## config.mk

```make
export PLATFORM = sky130hd
export DESIGN_NAME = mem_port_arbiter
export DESIGN_NICKNAME = d
export VERILOG_FILES = /design/src/rtl/mem_port_arbiter.sv
export SDC_FILE = /design/constraint.sdc
export NUM_CORES = 1
export LEC_CHECK = 0
export CAP_MARGIN = 25
export CORE_MARGIN = 5
export CORE_UTILIZATION = 42
export DETAILED_ROUTE_END_ITERATION = 8
export GPL_TIMING_DRIVEN = 0
export PLACE_DENSITY = 0.79
export SYNTH_ARGS = -nofsm -noshare
export SYNTH_HDL_FRONTEND = slang
export SYNTH_SLANG_ARGS = --single-unit
```

## constraint.sdc

```tcl
create_clock -name clock -period 3.2 [get_ports clock]
set_input_delay 0.48 -clock clock [delete_from_list [all_inputs] [get_ports clock]]
set_output_delay 0.48 -clock clock [all_outputs]
set_load 0.02 [all_outputs]
```

## src/rtl/mem_port_arbiter.sv

```systemverilog
// Two-port round-robin arbiter in front of a fixed-latency single-port memory.
// Define ARB_FIXED_PRIO_EN to make port 0 win every tie instead of alternating.
module mem_port_arbiter #(
  parameter int unsigned ADDR_W  = 16,
  parameter int unsigned DATA_W  = 16,
  parameter int unsigned MEM_LAT = 2
) (
  input  logic              clock,
  input  logic              reset,
  input  logic              req0,
  input  logic [ADDR_W-1:0] addr0,
  input  logic              we0,
  input  logic [DATA_W-1:0] wdata0,
  output logic              gnt0,
  output logic              done0,
  output logic [DATA_W-1:0] rdata0,
  input  logic              req1,
  input  logic [ADDR_W-1:0] addr1,
  input  logic              we1,
  input  logic [DATA_W-1:0] wdata1,
  output logic              gnt1,
  output logic              done1,
  output logic [DATA_W-1:0] rdata1,
  output logic              mem_en,
  output logic              mem_we,
  output logic [ADDR_W-1:0] mem_addr,
  output logic [DATA_W-1:0] mem_wdata,
  input  logic [DATA_W-1:0] mem_rdata
);

  typedef enum logic [1:0] {StIdle, StIssue, StWait} state_t;

  localparam logic [3:0] LatM1 = 4'(MEM_LAT - 1);

  state_t              r_state;
  logic [3:0]          r_cnt;
  logic                r_last;
  logic                r_port;
  logic                r_we;
  logic                r_gnt0, r_gnt1, r_done0, r_done1;
  logic                r_mem_en, r_mem_we;
  logic [ADDR_W-1:0]   r_mem_addr;
  logic [DATA_W-1:0]   r_mem_wdata;
  logic [DATA_W-1:0]   r_rdata0, r_rdata1;

  logic                w_any;
  logic                w_win;

  assign w_any = req0 | req1;

`ifdef ARB_FIXED_PRIO_EN
  assign w_win = ~req0;
`else
  // On a tie the port that did not complete last goes next.
  assign w_win = (req0 && req1) ? ~r_last : req1;
`endif

  always_ff @(posedge clock or posedge reset) begin
    if (reset) begin
      r_state     <= StIdle;
      r_cnt       <= 4'd0;
      r_last      <= 1'b1;
      r_port      <= 1'b0;
      r_we        <= 1'b0;
      r_gnt0      <= 1'b0;
      r_gnt1      <= 1'b0;
      r_done0     <= 1'b0;
      r_done1     <= 1'b0;
      r_mem_en    <= 1'b0;
      r_mem_we    <= 1'b0;
      r_mem_addr  <= '0;
      r_mem_wdata <= '0;
      r_rdata0    <= '0;
      r_rdata1    <= '0;
    end else begin
      r_gnt0   <= 1'b0;
      r_gnt1   <= 1'b0;
      r_done0  <= 1'b0;
      r_done1  <= 1'b0;
      r_mem_en <= 1'b0;
      r_mem_we <= 1'b0;
      unique case (r_state)
        StIdle: begin
          if (w_any) begin
            r_port      <= w_win;
            r_we        <= w_win ? we1 : we0;
            r_mem_en    <= 1'b1;
            r_mem_we    <= w_win ? we1 : we0;
            r_mem_addr  <= w_win ? addr1 : addr0;
            r_mem_wdata <= w_win ? wdata1 : wdata0;
            r_gnt0      <= ~w_win;
            r_gnt1      <= w_win;
            r_state     <= StIssue;
          end
        end
        StIssue: begin
          r_cnt   <= LatM1;
          r_state <= StWait;
        end
        StWait: begin
          if (r_cnt == 4'd0) begin
            if (r_port) begin
              r_done1 <= 1'b1;
              if (!r_we) r_rdata1 <= mem_rdata;
            end else begin
              r_done0 <= 1'b1;
              if (!r_we) r_rdata0 <= mem_rdata;
            end
            r_last  <= r_port;
            r_state <= StIdle;
          end else begin
            r_cnt <= r_cnt - 4'd1;
          end
        end
        default: r_state <= StIdle;
      endcase
    end
  end

  assign gnt0      = r_gnt0;
  assign gnt1      = r_gnt1;
  assign done0     = r_done0;
  assign done1     = r_done1;
  assign rdata0    = r_rdata0;
  assign rdata1    = r_rdata1;
  assign mem_en    = r_mem_en;
  assign mem_we    = r_mem_we;
  assign mem_addr  = r_mem_addr;
  assign mem_wdata = r_mem_wdata;

endmodule
```

Word-level counts from Yosys, hierarchy flattened:

Index checks and enable logic that the tools add are counted.

* ROM bits: 0
* input bits: 86
* memories: 0
* RAM bits: 0
* logic and storage cells: 59
* latch bits: 0
* output and inout port bits: 70
* register bits: 79

* multiply operators: 0
* div/mod/pow operators: 0
* bitwise gates (word level): 5
* muxes and demuxes: 23
* $lt $le $gt $ge: 0
* add/sub/neg operators: 1
* equality and inequality tests: 5
* reductions and logical operators: 10
* shift operators: 0

Operator list (number)
* 16-bit two-way mux: 2
* 1-bit two-way mux: 16
* 4-bit one-hot mux with 2 select lines: 1
* 2-bit AND reduction: 4
* 4-bit AND reduction: 2
* 2-bit != test (second input constant): 3
* 2-bit one-hot mux with 3 select lines: 1
* 4-bit logical NOT: 1
* 2-bit two-way mux: 2
* 4-bit two-way mux: 1
* 1-bit inverter: 4
* 4-bit by 1-bit subtractor with 4-bit output (second input constant): 1
* 2-bit by 1-bit equality test with 1-bit output (second input constant): 1
* 2-bit equality test (second input constant): 1
* 2-bit logical NOT: 1
* 2-bit nonzero test: 1
* 1-bit logical AND: 1
* 1-bit OR: 1

Longest topological paths before layout:

Gate-level depths: netlist (run 1).

* word-level depth: 5
* mapped depth: 6

Worst setup path after synthesis (run 1):

OpenSTA, ideal clock, no wires.

* kind: flip-flop to flip-flop
* from: register r_cnt[0]
* to: register r_rdata0[0], in the netlist rdata0[0]
* arrival: 1557 ps
* stages on the path, launching flop included: 7
* buffers on the path: 1
* data required time: 3075 ps
* path slack: 1518 ps
* period minus slack after synthesis: 1682 ps
* library setup time: 125 ps
* cells stage by stage: dfrtp_1 -> inv_1 -> ha_1 -> and2b_1 -> nand4_4 -> buf_6 -> mux2_4

* word-level cells in the longest chain between the ends: 2

Ends and longest elaborated chain
* start: declaration: line 36 `logic [3:0] r_cnt;`
* start signal: assignment: line 97 `r_cnt <= LatM1;`
* start signal: assignment: line 112 `r_cnt <= r_cnt - 4'd1;`
* 4-bit logical NOT: line 101 `if (r_cnt == 4'd0) begin`
* 4-bit AND reduction (no source line)
* end signal: assignment: line 107 `if (!r_we) r_rdata0 <= mem_rdata;`
* end: declaration: line 44 `logic [DATA_W-1:0] r_rdata0, r_rdata1;`

No other way between the ends.
A chain may end at the register's enable or synchronous reset.

Worst setup path in the final report (run 1):

* from: register r_cnt[0]
* to: register r_rdata1[3], in the netlist rdata1[3]

* word-level cells in the longest chain between the ends: 2

Ends and longest elaborated chain
* 4-bit logical NOT: line 101
* 4-bit AND reduction (no source line)
* end signal: assignment: line 104 `if (!r_we) r_rdata1 <= mem_rdata;`
* end: declaration: line 44

No other way between the ends.

==> results of run 1 <==
critical path: cells and delay by family, from the launching register on:
family | cells | cell delay [ns]
buf+inv | 2 | 0.34
flops | 1 | 0.42
simple gates | 2 | 0.51
mux | 1 | 0.30
fa+ha+maj | 1 | 0.19
metrics by stage:
step	hold WS, ns	utilization
final	0.508	0.663
after global routing	0.527	0.663
after CTS	0.510	0.663
after detailed placement	0.492	0.640
after global placement	0.487	0.637
after floorplan	0.485	-
how the worst min path moves through the flow:
| stage | cells after the start | endpoint | slack, ns |
|---|---|---|---|
| floorplan | 1 | done0$_DFF_PP0_ | 0.48 |
| global placement | 1 | rdata0[12]$_DFFE_PP0P_ | 0.49 |
| detailed placement | 1 | rdata0[2]$_DFFE_PP0P_ | 0.49 |
| CTS | 1 | rdata1[11]$_DFFE_PP0P_ | 0.51 |
| global route | 1 | rdata1[7]$_DFFE_PP0P_ | 0.53 |
| finish | 1 | rdata1[11]$_DFFE_PP0P_ | 0.51 |
sequential cells by signal (all words and copies together) (netlist names), 2 cells and up:
signal     count
rdata1        16
rdata0        16
r_cnt          4
r_state        2
mem_wdata     16
mem_addr      16
cells by family (layout without fill, tap and decap cells):
family	count (synthesis)	count (layout)	share of synthesized area
mux	100	100	0.334
simple gates	24	24	0.0500
fa+ha+maj	2	2	0.00699
buf+inv	18	190	0.0346
compound gates	11	11	0.0217
flops	79	79	0.552
cell type report:
| type | instances | area [um2] | area share |
|---|---|---|---|
| clock inverter | 6 | 61.3 | 0.0112 |
| tap | 105 | 131 | 0.0240 |
| timing repair buffer | 156 | 1570 | 0.287 |
| buffer | 11 | 97.6 | 0.0178 |
| clock buffer | 10 | 128 | 0.0233 |
| inverter | 7 | 28.8 | 0.00526 |
| sequential | 79 | 1980 | 0.361 |
| multi-input combinational | 137 | 1480 | 0.270 |
power groups by stage:
stage	combinational [mW]	clock [mW]	sequential, mW
after global routing	2.94	0.784	1.83
after global placement	2.74	0	1.76
after floorplan	1.02	0	2.30
final	2.76	0.711	1.76
after CTS	2.80	0.739	1.76
after detailed placement	2.80	0	1.78
metal layers:
layer / routed length, um / vias up / part of all wire / track usage
met1: 3510 / 1203 / 0.41 / 0.202
met2: 4050 / 103 / 0.48 / 0.281
met4: 85 / 0 / 0.010 / 0.0575
met5: 0 / - / 0 / 0
li1: - / 1163 / - / -
met3: 862 / 10 / 0.10 / 0.0573
cells in the mapped netlist, types with 2 or more instances:
cell / n / share of area
ha_1: 2 / 0.0070
nand4_4: 2 / 0.012
inv_1: 6 / 0.0063
buf_4: 3 / 0.0063
mux2_2: 77 / 0.24
nor3b_1: 2 / 0.0042
nand2_1: 3 / 0.0031
mux2_4: 20 / 0.084
dfrtp_1: 78 / 0.55
nand3b_1: 2 / 0.0042
a31oi_1: 2 / 0.0035
clkbuf_1: 2 / 0.0021
buf_6: 6 / 0.019
nor2_1: 6 / 0.0063
mux2i_1: 3 / 0.0084
o21ai_0: 2 / 0.0028
==> flow_metrics.env, run 1 <==
export IMPL_status="finished, final reports clean"
export IMPL_path_clk_slew_ns=0.08
export IMPL_synth_seq_cells=79
export IMPL_finalWorstSetupSlack_ns=1.31
export IMPL_final_nets=489
export IMPL_core_area_um2=8260
export IMPL_start_util=0.434
export IMPL_hold_start="rdata1[11]$_DFFE_PP0P_"
export IMPL_grt_ovfl_total=0
export IMPL_nFillCells=626
export IMPL_synthCells=234
export IMPL_fp_row_count=33
export IMPL_crit_slowest_cell="dfrtp_1"
export IMPL_final_cell_mix="clkdlybuf4s50_1, dfrtp_1, mux2_2"
export IMPL_cp_required_ns=3.42
export IMPL_synth_seq_area_share=0.552
export IMPL_layout_cells_non_filler=511
export IMPL_drt_initial_drc_count=50
export IMPL_drive_above_1_share=0.320
export IMPL_dp_slack_ns=1.01
export IMPL_vias=2479
export IMPL_final_common_cell="clkdlybuf4s50_1"
export IMPL_period_share=0.590
export IMPL_area_growth_synth_to_final_pct=52.9
export IMPL_dp_hpwl_mm=6.71
export IMPL_clock_path_buffers=2
export IMPL_ys_flop_type="dfrtp_1"
export IMPL_final_setup_viol_count=0
export IMPL_antenna_found_initial=0
export IMPL_finClkSkew_ns=0.0131
export IMPL_cts_htree_levels=3
export IMPL_track_usage=0.167
export IMPL_grt_max_degree=42
export IMPL_cts_resized=0
export IMPL_cts_root_buf="clkbuf_8"
export IMPL_switchingPower_mw=1.85
export IMPL_synth_edff_count=0
export IMPL_grt_first_pass_wirelength_mm=13.6
export IMPL_postPlaceCellArea_um2=5290
export IMPL_yosys_warnings=0
export IMPL_antenna_left=0
export IMPL_critPathCaptureType="flip-flop"
export IMPL_cts_buffers_inserted=9
export IMPL_drc=0
export IMPL_rr_worst_depth=6
export IMPL_ys_async_sr_fraction=1.00
export IMPL_reg2reg_to="rdata1[3]$_DFFE_PP0P_"
export IMPL_viasPerCell=4.85
export IMPL_ctsHoldBuffers=0
export IMPL_stdcell_area_um2=5480
export IMPL_period_minus_slack_ns=1.89
export IMPL_gp_congestion=0.801
export IMPL_grt_pass1_vias=2685
export IMPL_critPathLaunchType="flip-flop"
export IMPL_path_cells="inv_1, ha_1, and2b_1, nand4_4, buf_6, mux2_4"
export IMPL_r2r_start="r_cnt[0]$_DFFE_PP0P_"
export IMPL_r2r_slack_ns=1.31
export IMPL_clock_fmax_mhz=529
export IMPL_slew_violations=0
export IMPL_dieWidth_um=102
export IMPL_cts_sinks=79
export IMPL_final_setup_tns_ns=0
export IMPL_drt_pass1_iterations=4
export IMPL_clkPwrFrac=0.136
export IMPL_port_buffers=155
export IMPL_rsz0062_at_grt="false"
export IMPL_power_frac_comb=0.528
export IMPL_cts_tree="done"
export IMPL_vdd_ir_drop_worst_mv=0.529
export IMPL_postCtsSetupRepairBufs=0
export IMPL_diodes=0
export IMPL_synth_area_per_cell_um2=15.3
export IMPL_clock_latency_ns=0.34
export IMPL_p_leak_nw=2.34
export IMPL_syn_nets=322
export IMPL_hp_class="reg2reg"
export IMPL_arrival_ns=2.11
export IMPL_tightest_slew_ns=0.500
export IMPL_power_internal_mw=3.37
export IMPL_max_slew_margin=0.663
export IMPL_cp_max_fo=10
export IMPL_crit_end="rdata1[3]$_DFFE_PP0P_"
export IMPL_finalHoldViolCount=0
export IMPL_worstSetupPathType="reg2reg"
export IMPL_wl_per_cell_um=16.7
export IMPL_critPathMaxStageDelay_ns=0.42
export IMPL_synthDistinctLibCells=34
export IMPL_power_frac_seq=0.336
export IMPL_die_area_um2=10500
export IMPL_syn_cell_area_um2=3580
export IMPL_switching_share=0.355
export IMPL_cp_startpoint="r_cnt[0]$_DFFE_PP0P_"
export IMPL_place_inst=495
export IMPL_routed_wl_mm=8.51
export IMPL_p_per_area_nw_per_um2=955
export IMPL_fp_dieH_um=102
export IMPL_power_mw=5.23
export IMPL_max_cap_viol_count=0
export IMPL_io_pins=156
No activity file was read; power rests on OpenSTA's default activity.
==> run 2: changes to the inputs <==
Clock period 3.2 ns to 1.8 ns, I/O delays scaled along.
==> flow_metrics.env, run 2 (synthesis results as in run 1) <==
export IMPL_status="finished, final reports clean"
export IMPL_viasPerCell=4.82
export IMPL_final_setup_viol_count=0
export IMPL_finClkSkew_ns=0.0107
export IMPL_antenna_found_initial=0
export IMPL_fp_dieH_um=102
export IMPL_track_usage=0.168
export IMPL_final_nets=502
export IMPL_critPathMaxStageDelay_ns=0.43
export IMPL_place_inst=496
export IMPL_max_cap_viol_count=0
export IMPL_postPlaceCellArea_um2=5310
export IMPL_port_buffers=155
export IMPL_area_growth_synth_to_final_pct=58.5
export IMPL_cp_required_ns=2.01
export IMPL_final_cell_mix="clkdlybuf4s50_1, dfrtp_1, mux2_2"
export IMPL_finalHoldViolCount=0
export IMPL_path_cells="inv_2, ha_4, and2b_2, nand4_4, clkbuf_16, mux2_4"
export IMPL_arrival_ns=1.96
export IMPL_vias=2525
export IMPL_core_area_um2=8260
export IMPL_start_util=0.434
export IMPL_max_slew_margin=0.707
export IMPL_io_pins=156
export IMPL_antenna_left=0
export IMPL_final_setup_tns_ns=0
export IMPL_power_mw=9.72
export IMPL_gp_congestion=0.756
export IMPL_r2r_start="r_cnt[0]$_DFFE_PP0P_"
export IMPL_dieWidth_um=102
export IMPL_grtUsageMet3=0.0608
export IMPL_grt_first_pass_wirelength_mm=13.5
export IMPL_seq_area_um2=1980
export IMPL_drt_pass1_iterations=4
export IMPL_tightest_slew_ns=0.439
export IMPL_cp_max_fo=6
export IMPL_grt_pass1_vias=2702
export IMPL_path_clk_slew_ns=0.08
export IMPL_layout_cells_non_filler=524
export IMPL_dp_hpwl_mm=6.69
export IMPL_cts_tree="done"
export IMPL_stdcell_area_um2=5680
export IMPL_r2r_slack_ns=0.06
export IMPL_nFillCells=634
export IMPL_p_per_area_nw_per_um2=1710
export IMPL_clock_path_buffers=2
export IMPL_drc=0
export IMPL_multi_input_area_um2=1500
export IMPL_period_share=0.967
export IMPL_cts_buffers_inserted=9
export IMPL_gr_usage_met2=0.283
export IMPL_slew_violations=0
export IMPL_reg2reg_to="rdata0[0]$_DFFE_PP0P_"
export IMPL_worstSetupPathType="reg2reg"
export IMPL_busiest_layer="met2"
export IMPL_routed_wl_mm=8.98
export IMPL_cts_root_buf="clkbuf_8"
export IMPL_diodes=0
export IMPL_period_minus_slack_ns=1.74
export IMPL_grt_max_degree=42
export IMPL_crit_slowest_cell="dfrtp_1"
export IMPL_cts_sinks=79
export IMPL_fp_row_count=33
export IMPL_rr_worst_depth=6
export IMPL_die_area_um2=10500
export IMPL_final_common_cell="clkdlybuf4s50_1"
export IMPL_critPathLaunchType="flip-flop"
export IMPL_hp_class="in2async"
export IMPL_ctsHoldBuffers=0
export IMPL_drt_initial_drc_count=33
export IMPL_drive_above_1_share=0.353
export IMPL_wl_per_cell_um=17.1
export IMPL_p_leak_nw=2.43
export IMPL_clock_fmax_mhz=575
export IMPL_grt_ovfl_total=0
export IMPL_clock_latency_ns=0.33
export IMPL_cts_htree_levels=3
export IMPL_critPathCaptureType="flip-flop"
export IMPL_grt_met1_usage=0.202
export IMPL_vdd_ir_drop_worst_mv=0.958
run 2: routing by layer:
metal | wire (um) | up-vias
met2 | 4380 | 101
met3 | 931 | 4
met1 | 3620 | 1220
met4 | 45 | 0
li1 | - | 1200
met5 | 0 | -
run 2: per-stage QoR:
step | setup slack [ns] | utilization | hold WS (ns)
after global placement | -0.274 | 0.638 | 0.487
after detailed placement | -0.173 | 0.643 | 0.491
after global routing | -0.00850 | 0.687 | 0.154
after CTS | 0.0171 | 0.678 | 0.154
after floorplan | 0.118 | - | 0.419
final | 0.0595 | 0.687 | 0.167
run 2: area by class of cell:
cell class / count / area share
Sequential cell: 79 / 0.349
Timing Repair Buffer: 169 / 0.299
Multi-Input combinational cell: 137 / 0.263
Clock buffer: 12 / 0.0273
Tap cell: 105 / 0.0231
Buffer: 11 / 0.0194
Clock inverter: 4 / 0.0134
Inverter: 7 / 0.00529
run 2: repair_timing:
item	in CTS	in global routing
resized for setup	3	7
pin swaps	1	1
cloned	0	1
endpoints found under the setup margin	46	61
setup buffers	7	4
run 2: worst max path at each step:
stage / startpoint / end / slack, ns / cells after the start
detailed placement: req1 / mem_addr[13]$_DFFE_PP0P_ / -0.17 / 6
global placement: reset / mem_wdata[15]$_DFFE_PP0P_ / -0.27 / 2
CTS: r_cnt[0]$_DFFE_PP0P_ / rdata0[8]$_DFFE_PP0P_ / 0.02 / 6
finish: r_cnt[0]$_DFFE_PP0P_ / rdata0[0]$_DFFE_PP0P_ / 0.06 / 6
global route: r_cnt[0]$_DFFE_PP0P_ / rdata0[5]$_DFFE_PP0P_ / -0.009 / 6
floorplan: r_cnt[0]$_DFFE_PP0P_ / rdata0[0]$_DFFE_PP0P_ / 0.12 / 6
run 2: where the power goes:
part / switching [mW] / internal (mW)
Sequential: 0.483 / 2.66
Clock: 0.613 / 0.863
Combinational: 2.28 / 2.83
Total: 3.38 / 6.35
run 2: critical path: cells and delay by family (launching register included):
family / cells / cell delay [ns]
adders and majority gates: 1 / 0.14
buffers and inverters: 2 / 0.34
DFF: 1 / 0.43
muxes: 1 / 0.29
and+or+nand+nor: 2 / 0.42
